### config.mk
export PLATFORM = sky130hd
export DESIGN_NAME = char_render_ctrl
export DESIGN_NICKNAME = d
export VERILOG_FILES = /design/src/rtl/char_render_ctrl.sv
export SDC_FILE = /design/constraint.sdc
export NUM_CORES = 1
export LEC_CHECK = 0
export CORE_ASPECT_RATIO = 1.25
export CORE_MARGIN = 3
export CORE_UTILIZATION = 24
export CTS_CLUSTER_DIAMETER = 150
export CTS_CLUSTER_SIZE = 40
export DETAILED_ROUTE_END_ITERATION = 7
export SYNTH_ARGS = -nofsm -noshare
export SYNTH_HDL_FRONTEND = slang
export SYNTH_SLANG_ARGS = --single-unit
### constraint.sdc
create_clock -name clock -period 4.9 [get_ports clock]
set_input_delay 0.735 -clock clock [delete_from_list [all_inputs] [get_ports clock]]
set_output_delay 0.735 -clock clock [all_outputs]
set_load 0.01 [all_outputs]
### src/rtl/char_render_ctrl.sv
// ---------------------------------------------------------------------------
// char_render_ctrl
//
// Renders a short string of glyphs (up to eight characters) onto a VGA
// framebuffer.  For every pixel of every character cell the controller
// presents a flush position to an external combinational glyph decoder.
// It then turns the decoder answer into a registered pixel write, one
// cycle later.
//
// Parameters
//   CELL_W     glyph cell width in pixels, also the horizontal advance
//   CELL_H     glyph cell height in pixels
//   BG_COLOUR  colour written for unset glyph pixels when opaque is set
//
// Ports
//   clock        single clock, all state changes on its rising edge
//   resetn       asynchronous, active-low reset
//   start        render request, only looked at while idle
//   base_x/y     screen origin of character 0
//   str_len      character count 0..8 (9..15 behave as 8)
//   str_codes    eight 6-bit glyph codes, character i at [6i+5:6i]
//   opaque       when set, unset pixels are written in BG_COLOUR
//   hold         freezes scanning while high
//   glyph_code   code of the character being scanned
//   glyph_x/y    screen origin of that character cell
//   flush_x/y    screen position currently asked of the decoder
//   dec_colour   decoder colour for the flush position
//   dec_enable   decoder says the flush position is a set glyph pixel
//   plot         pixel write strobe to the VGA adapter
//   plot_x/y     pixel write position
//   plot_colour  pixel write colour
//   busy         high while scanning or draining
//   done         single-cycle pulse at the end of a render
// ---------------------------------------------------------------------------
module char_render_ctrl #(
   parameter int         CELL_W    = 10,
   parameter int         CELL_H    = 10,
   parameter logic [5:0] BG_COLOUR = 6'b000000
) (
   input  logic        clock,
   input  logic        resetn,
   input  logic        start,
   input  logic [7:0]  base_x,
   input  logic [7:0]  base_y,
   input  logic [3:0]  str_len,
   input  logic [47:0] str_codes,
   input  logic        opaque,
   input  logic        hold,
   output logic [5:0]  glyph_code,
   output logic [7:0]  glyph_x,
   output logic [7:0]  glyph_y,
   output logic [7:0]  flush_x,
   output logic [7:0]  flush_y,
   input  logic [5:0]  dec_colour,
   input  logic        dec_enable,
   output logic        plot,
   output logic [7:0]  plot_x,
   output logic [7:0]  plot_y,
   output logic [5:0]  plot_colour,
   output logic        busy,
   output logic        done
);

   localparam int COL_W = (CELL_W > 1) ? $clog2(CELL_W) : 1;
   localparam int ROW_W = (CELL_H > 1) ? $clog2(CELL_H) : 1;

   localparam logic [1:0] IDLE  = 2'd0;
   localparam logic [1:0] SCAN  = 2'd1;
   localparam logic [1:0] DRAIN = 2'd2;

   logic [1:0]       state;
   logic [7:0]       base_x_r;
   logic [7:0]       base_y_r;
   logic [3:0]       len_r;
   logic [47:0]      codes_r;
   logic             opaque_r;
   logic [2:0]       ci;
   logic [COL_W-1:0] col;
   logic [ROW_W-1:0] row;

   logic [3:0]       len_clamped;
   logic             col_last;
   logic             row_last;
   logic             char_last;
   logic             advance;
   logic [7:0]       ci_offset;
   logic             on_screen;
   logic             pixel_wanted;

   // Lengths above eight are saturated rather than wrapped, so a sloppy
   // caller still gets a full string instead of garbage.
   assign len_clamped = (str_len > 4'd8) ? 4'd8 : str_len;

   // Scan-position bookkeeping: the last column of a row, the last row of a
   // cell and the last character of the string.  char_last is only ever
   // consulted in SCAN, where len_r is known to be at least one.
   assign col_last  = (col == COL_W'(CELL_W - 1));
   assign row_last  = (row == ROW_W'(CELL_H - 1));
   assign char_last = ({1'b0, ci} == (len_r - 4'd1));
   assign advance   = (state == SCAN) && !hold;

   // Decoder request.  All additions are deliberately 8-bit so positions
   // wrap modulo 256 just like the screen coordinate bus does.
   assign ci_offset  = 8'(int'(ci) * CELL_W);
   assign glyph_code = codes_r[int'(ci) * 6 +: 6];
   assign glyph_x    = base_x_r + ci_offset;
   assign glyph_y    = base_y_r;
   assign flush_x    = glyph_x + 8'(col);
   assign flush_y    = base_y_r + 8'(row);

   // A pixel is written only for a live scan cycle that lands on the
   // 160x120 visible area and is either a set glyph pixel or opaque fill.
   assign on_screen    = (flush_x < 8'd160) && (flush_y < 8'd120);
   assign pixel_wanted = advance && (dec_enable || opaque_r) && on_screen;

   assign busy = (state == SCAN) || (state == DRAIN);
   assign done = (state == DRAIN);

   // Control FSM and scan counters.  In IDLE a start request snapshots the
   // whole request so the caller may change its inputs during the render.
   // In SCAN the column counter ripples into row and character counters;
   // hold simply skips the update so the scan position stays put.  DRAIN
   // exists so done appears exactly once, after the final pixel has been
   // sampled.
   always_ff @(posedge clock or negedge resetn) begin
      if (!resetn) begin
         state    <= IDLE;
         base_x_r <= 8'd0;
         base_y_r <= 8'd0;
         len_r    <= 4'd0;
         codes_r  <= 48'd0;
         opaque_r <= 1'b0;
         ci       <= 3'd0;
         col      <= '0;
         row      <= '0;
      end else begin
         case (state)
            IDLE: begin
               if (start) begin
                  base_x_r <= base_x;
                  base_y_r <= base_y;
                  len_r    <= len_clamped;
                  codes_r  <= str_codes;
                  opaque_r <= opaque;
                  ci       <= 3'd0;
                  col      <= '0;
                  row      <= '0;
                  state    <= (len_clamped == 4'd0) ? DRAIN : SCAN;
               end
            end
            SCAN: begin
               if (!hold) begin
                  if (col_last) begin
                     col <= '0;
                     if (row_last) begin
                        row <= '0;
                        if (char_last) begin
                           ci    <= 3'd0;
                           state <= DRAIN;
                        end else begin
                           ci <= ci + 3'd1;
                        end
                     end else begin
                        row <= row + ROW_W'(1);
                     end
                  end else begin
                     col <= col + COL_W'(1);
                  end
               end
            end
            DRAIN: begin
               state <= IDLE;
            end
            default: begin
               state <= IDLE;
            end
         endcase
      end
   end

   // Registered pixel write, one cycle behind the sampled flush position.
   // Position and colour only move when a write is issued, so the adapter
   // sees stable values between writes.
   always_ff @(posedge clock or negedge resetn) begin
      if (!resetn) begin
         plot        <= 1'b0;
         plot_x      <= 8'd0;
         plot_y      <= 8'd0;
         plot_colour <= 6'd0;
      end else begin
         plot <= pixel_wanted;
         if (pixel_wanted) begin
            plot_x      <= flush_x;
            plot_y      <= flush_y;
            plot_colour <= dec_enable ? dec_colour : BG_COLOUR;
         end
      end
   end

endmodule

==> metrics.txt <==
Pleak 3.391 nW; post-synthesis mux area share 23.34%; Final Critical Period roughly 4.3 ns; clk_skew approximately 0.0083 ns; type of the most critical hold path input port to async pin; crit path DAT ~3.6 ns; xor/xnor share of the synthesized area around 3.0%; status finished clean; setup TNS 0 ns; commonest non-fill, non-tap cells in the layout 141 x clkdlybuf4s50_1, 105 x dfrtp_1, 80 x mux2_2, 26 x ha_1, 24 x o21ai_0; Util after Layout between 30% and 40%; vias in the first global route roughly 4000; Worst path slowest cell o311ai_1; Synth cell types 58; max-cap violations 0; initial antenna violation count 0; post_cts resized 0; Critical Path RT 4.16 ns; Seq/Total Area, Yosys between 40% and 50%; Detailed Route WL roughly 14 mm; flop and latch count out of synthesis between 100 and 150; r2r setup slk approximately 0.94 ns; commonest non-fill, non-tap cell in the layout clkdlybuf4s50_1; ANT nets after route 0; H-tree depth 3; WS Path Type flop to output port; clk sink count approximately 110; Fin. Hold Viols 0; Synth-to-Final Area Change 37.08%; final instance area around 7600 µm²; Clock Latency Late Sink about 0.35 ns; Critical Path Source Type flop; Pre-antenna DRT Iters 5; global-route wire length before repair between 20 and 25 mm; Diodes inserted 0; Ys Warns 0; Max-slew headroom between 30% and 40%; maximum vdd drop ~0.27 mV; largest family of logic cells by synthesized area multiplexers; DR vias/cell about 4.4; unrepaired setup endpoints after global routing false; largest net degree at the start of global routing 73; nets@finish slightly below 700; Setup-failing EPs final 0; pwr/cell area 298.6 nW/µm²; Mapped Area approximately 5500 µm²; global route total overflow 0; crit path max fanout 11; worst-path cell chain buf_4 -> ha_1 -> ha_1 -> ha_1 -> ha_1 -> o21ai_0 -> a21oi_1 -> o311ai_1 -> xor2_1 -> inv_1 -> clkdlybuf4s50_1; Post-Syn Instances 438; CP endpoint kind output port; GPL Wtd Cong roughly 0.78; DR vias 3846; DIE WIDTH around 140 µm; Synth async-reset ratio 100.0%; Worst-path clk slew 0.07 ns; Routed wire per std cell 15.94 µm; DRC 0; CTS tree yes; maximum buffer depth of the clock tree 2; hold_buf cts 0; CTS Buf Count 9; Synth Flop Type dfrtp_1; Pins Over Slew Limit 0; CP max stage delay approximately 0.62 ns; CTS root buf clkbuf_16; final period utilization between 80 and 90%; Critical Path Most Common Cell ha_1; num ports between 100 and 150; Synth Area in Adders approximately 7.0%; Post-synth EDFFs 0; Die Height about 180 µm; die area 24820 µm²; Max Freq roughly 230 MHz; Post-DP HPWL between 10 and 15 mm; core area 22440 µm²; share of cells above drive strength 1 roughly 22%; Rows between 60 and 70; IO buf count 142; Least-Margin Pin Slew about 0.99 ns; Initial Utilization roughly a quarter; area post-placement 7244 µm²; Fillers about 2300; Synth Area in Compound Gates just over 9%; initial DRC count roughly 130; FF+latch area about 2600 µm²; area of the multi-input gates 2728 µm²; synthesized area per cell ~13 µm²; setup bufs post-CTS 0; total track usage between 10 and 15%; Synthesized Nets 547; simple-gate share of the synthesized area between 6 and 7%
[per-stage QoR]
stage	hold WS [ns]	total power, mW	worst slack, ns	cells
CTS	0.4968	2.300	0.5196	867
floorplan	0.4394	1.224	1.153	438
global route	0.5154	2.378	0.2831	867
detailed placement	0.4804	1.509	0.9300	851
finish	0.4886	2.256	0.5906	867
global placement	0.4649	1.505	0.8788	851
[synth_stat cells (3+ instances only)]
cell type	number	area share [%]
and3_1	3	0.34
o21bai_1	3	0.41
clkbuf_1	12	0.82
nand2_1	23	1.6
nor2_1	14	0.95
xor2_1	8	1.3
nand3_1	5	0.45
fa_1	3	1.1
ha_1	26	5.9
a21o_1	4	0.54
inv_1	21	1.4
a211oi_1	3	0.41
dfrtp_1	105	48
mux2_2	80	16
mux4_2	12	4.9
nand2b_1	9	1.0
xnor2_1	11	1.7
a21oi_1	10	0.91
o21ai_0	24	2.2
mux2_4	7	1.9
o31ai_1	8	1.1
[logic make-up (layout without fill, tap and decap cells)]
group           count (synthesis)  count (layout)
buf+inv                        38             184
xor+xnor                       19              19
simple gates                   74              74
mux                           100             100
flops                         105             105
compound gates                 73              73
fa+ha+maj                      29              29
[registers in the layout, indices dropped and copies added, names as in the netlist]
name	flops
plot	1
state	2
codes_r	48
glyph_y	8
opaque_r	1
plot_x	8
col	4
ci	3
base_x_r	8
plot_y	8
plot_colour	6
len_r	4
row	4
[worst max-delay path: cells and delay by family, from the launching register on]
kind | cells | cell delay, ns
AOI/OAI and AO/OA | 3 | 0.85
xor gates and xnor gates | 1 | 0.29
adders and majority gates | 4 | 0.99
buffers and inverters | 3 | 0.72
DFF | 1 | 0.36
[routing by layer]
layer  up-vias  GRT usage, %  part of all wire [%]
li1       1865             -                     -
met1      1866         13.57                    43
met3        10         3.186                   6.6
met5         -             0                     0
met2       105         19.38                    49
met4         0         3.720                   1.4
[final cells by class]
class | instances | area share (%)
flip-flops and latches | 105 | 34.79
well taps | 283 | 4.688
repair buffers | 147 | 19.28
inverters | 21 | 1.044
multi-input cells | 295 | 36.11
clock inverters | 2 | 0.4638
clock buffers | 14 | 3.628
[final timing paths]
kind	startpoint	to	depth (start not counted)
hold reg to reg	len_r[0]	len_r[0]	2
min in group clock	len_r[0]	len_r[0]	2
hold / removal	resetn	plot_y[6]	1
max in group asynchronous	resetn	codes_r[3]	2
setup reg to reg	ci[2]	plot_y[0]	13
setup / recovery	ci[2]	flush_x[7]	11
[where the power goes]
| part | leakage (nW) | internal [mW] | switching, mW |
|---|---|---|---|
| Combinational | 1.82 | 0.290 | 0.207 |
| Clock | 0.153 | 0.439 | 0.328 |
| Sequential | 1.42 | 0.931 | 0.0606 |
| Total | 3.39 | 1.66 | 0.596 |
No activity file was read; power rests on OpenSTA's default activity.
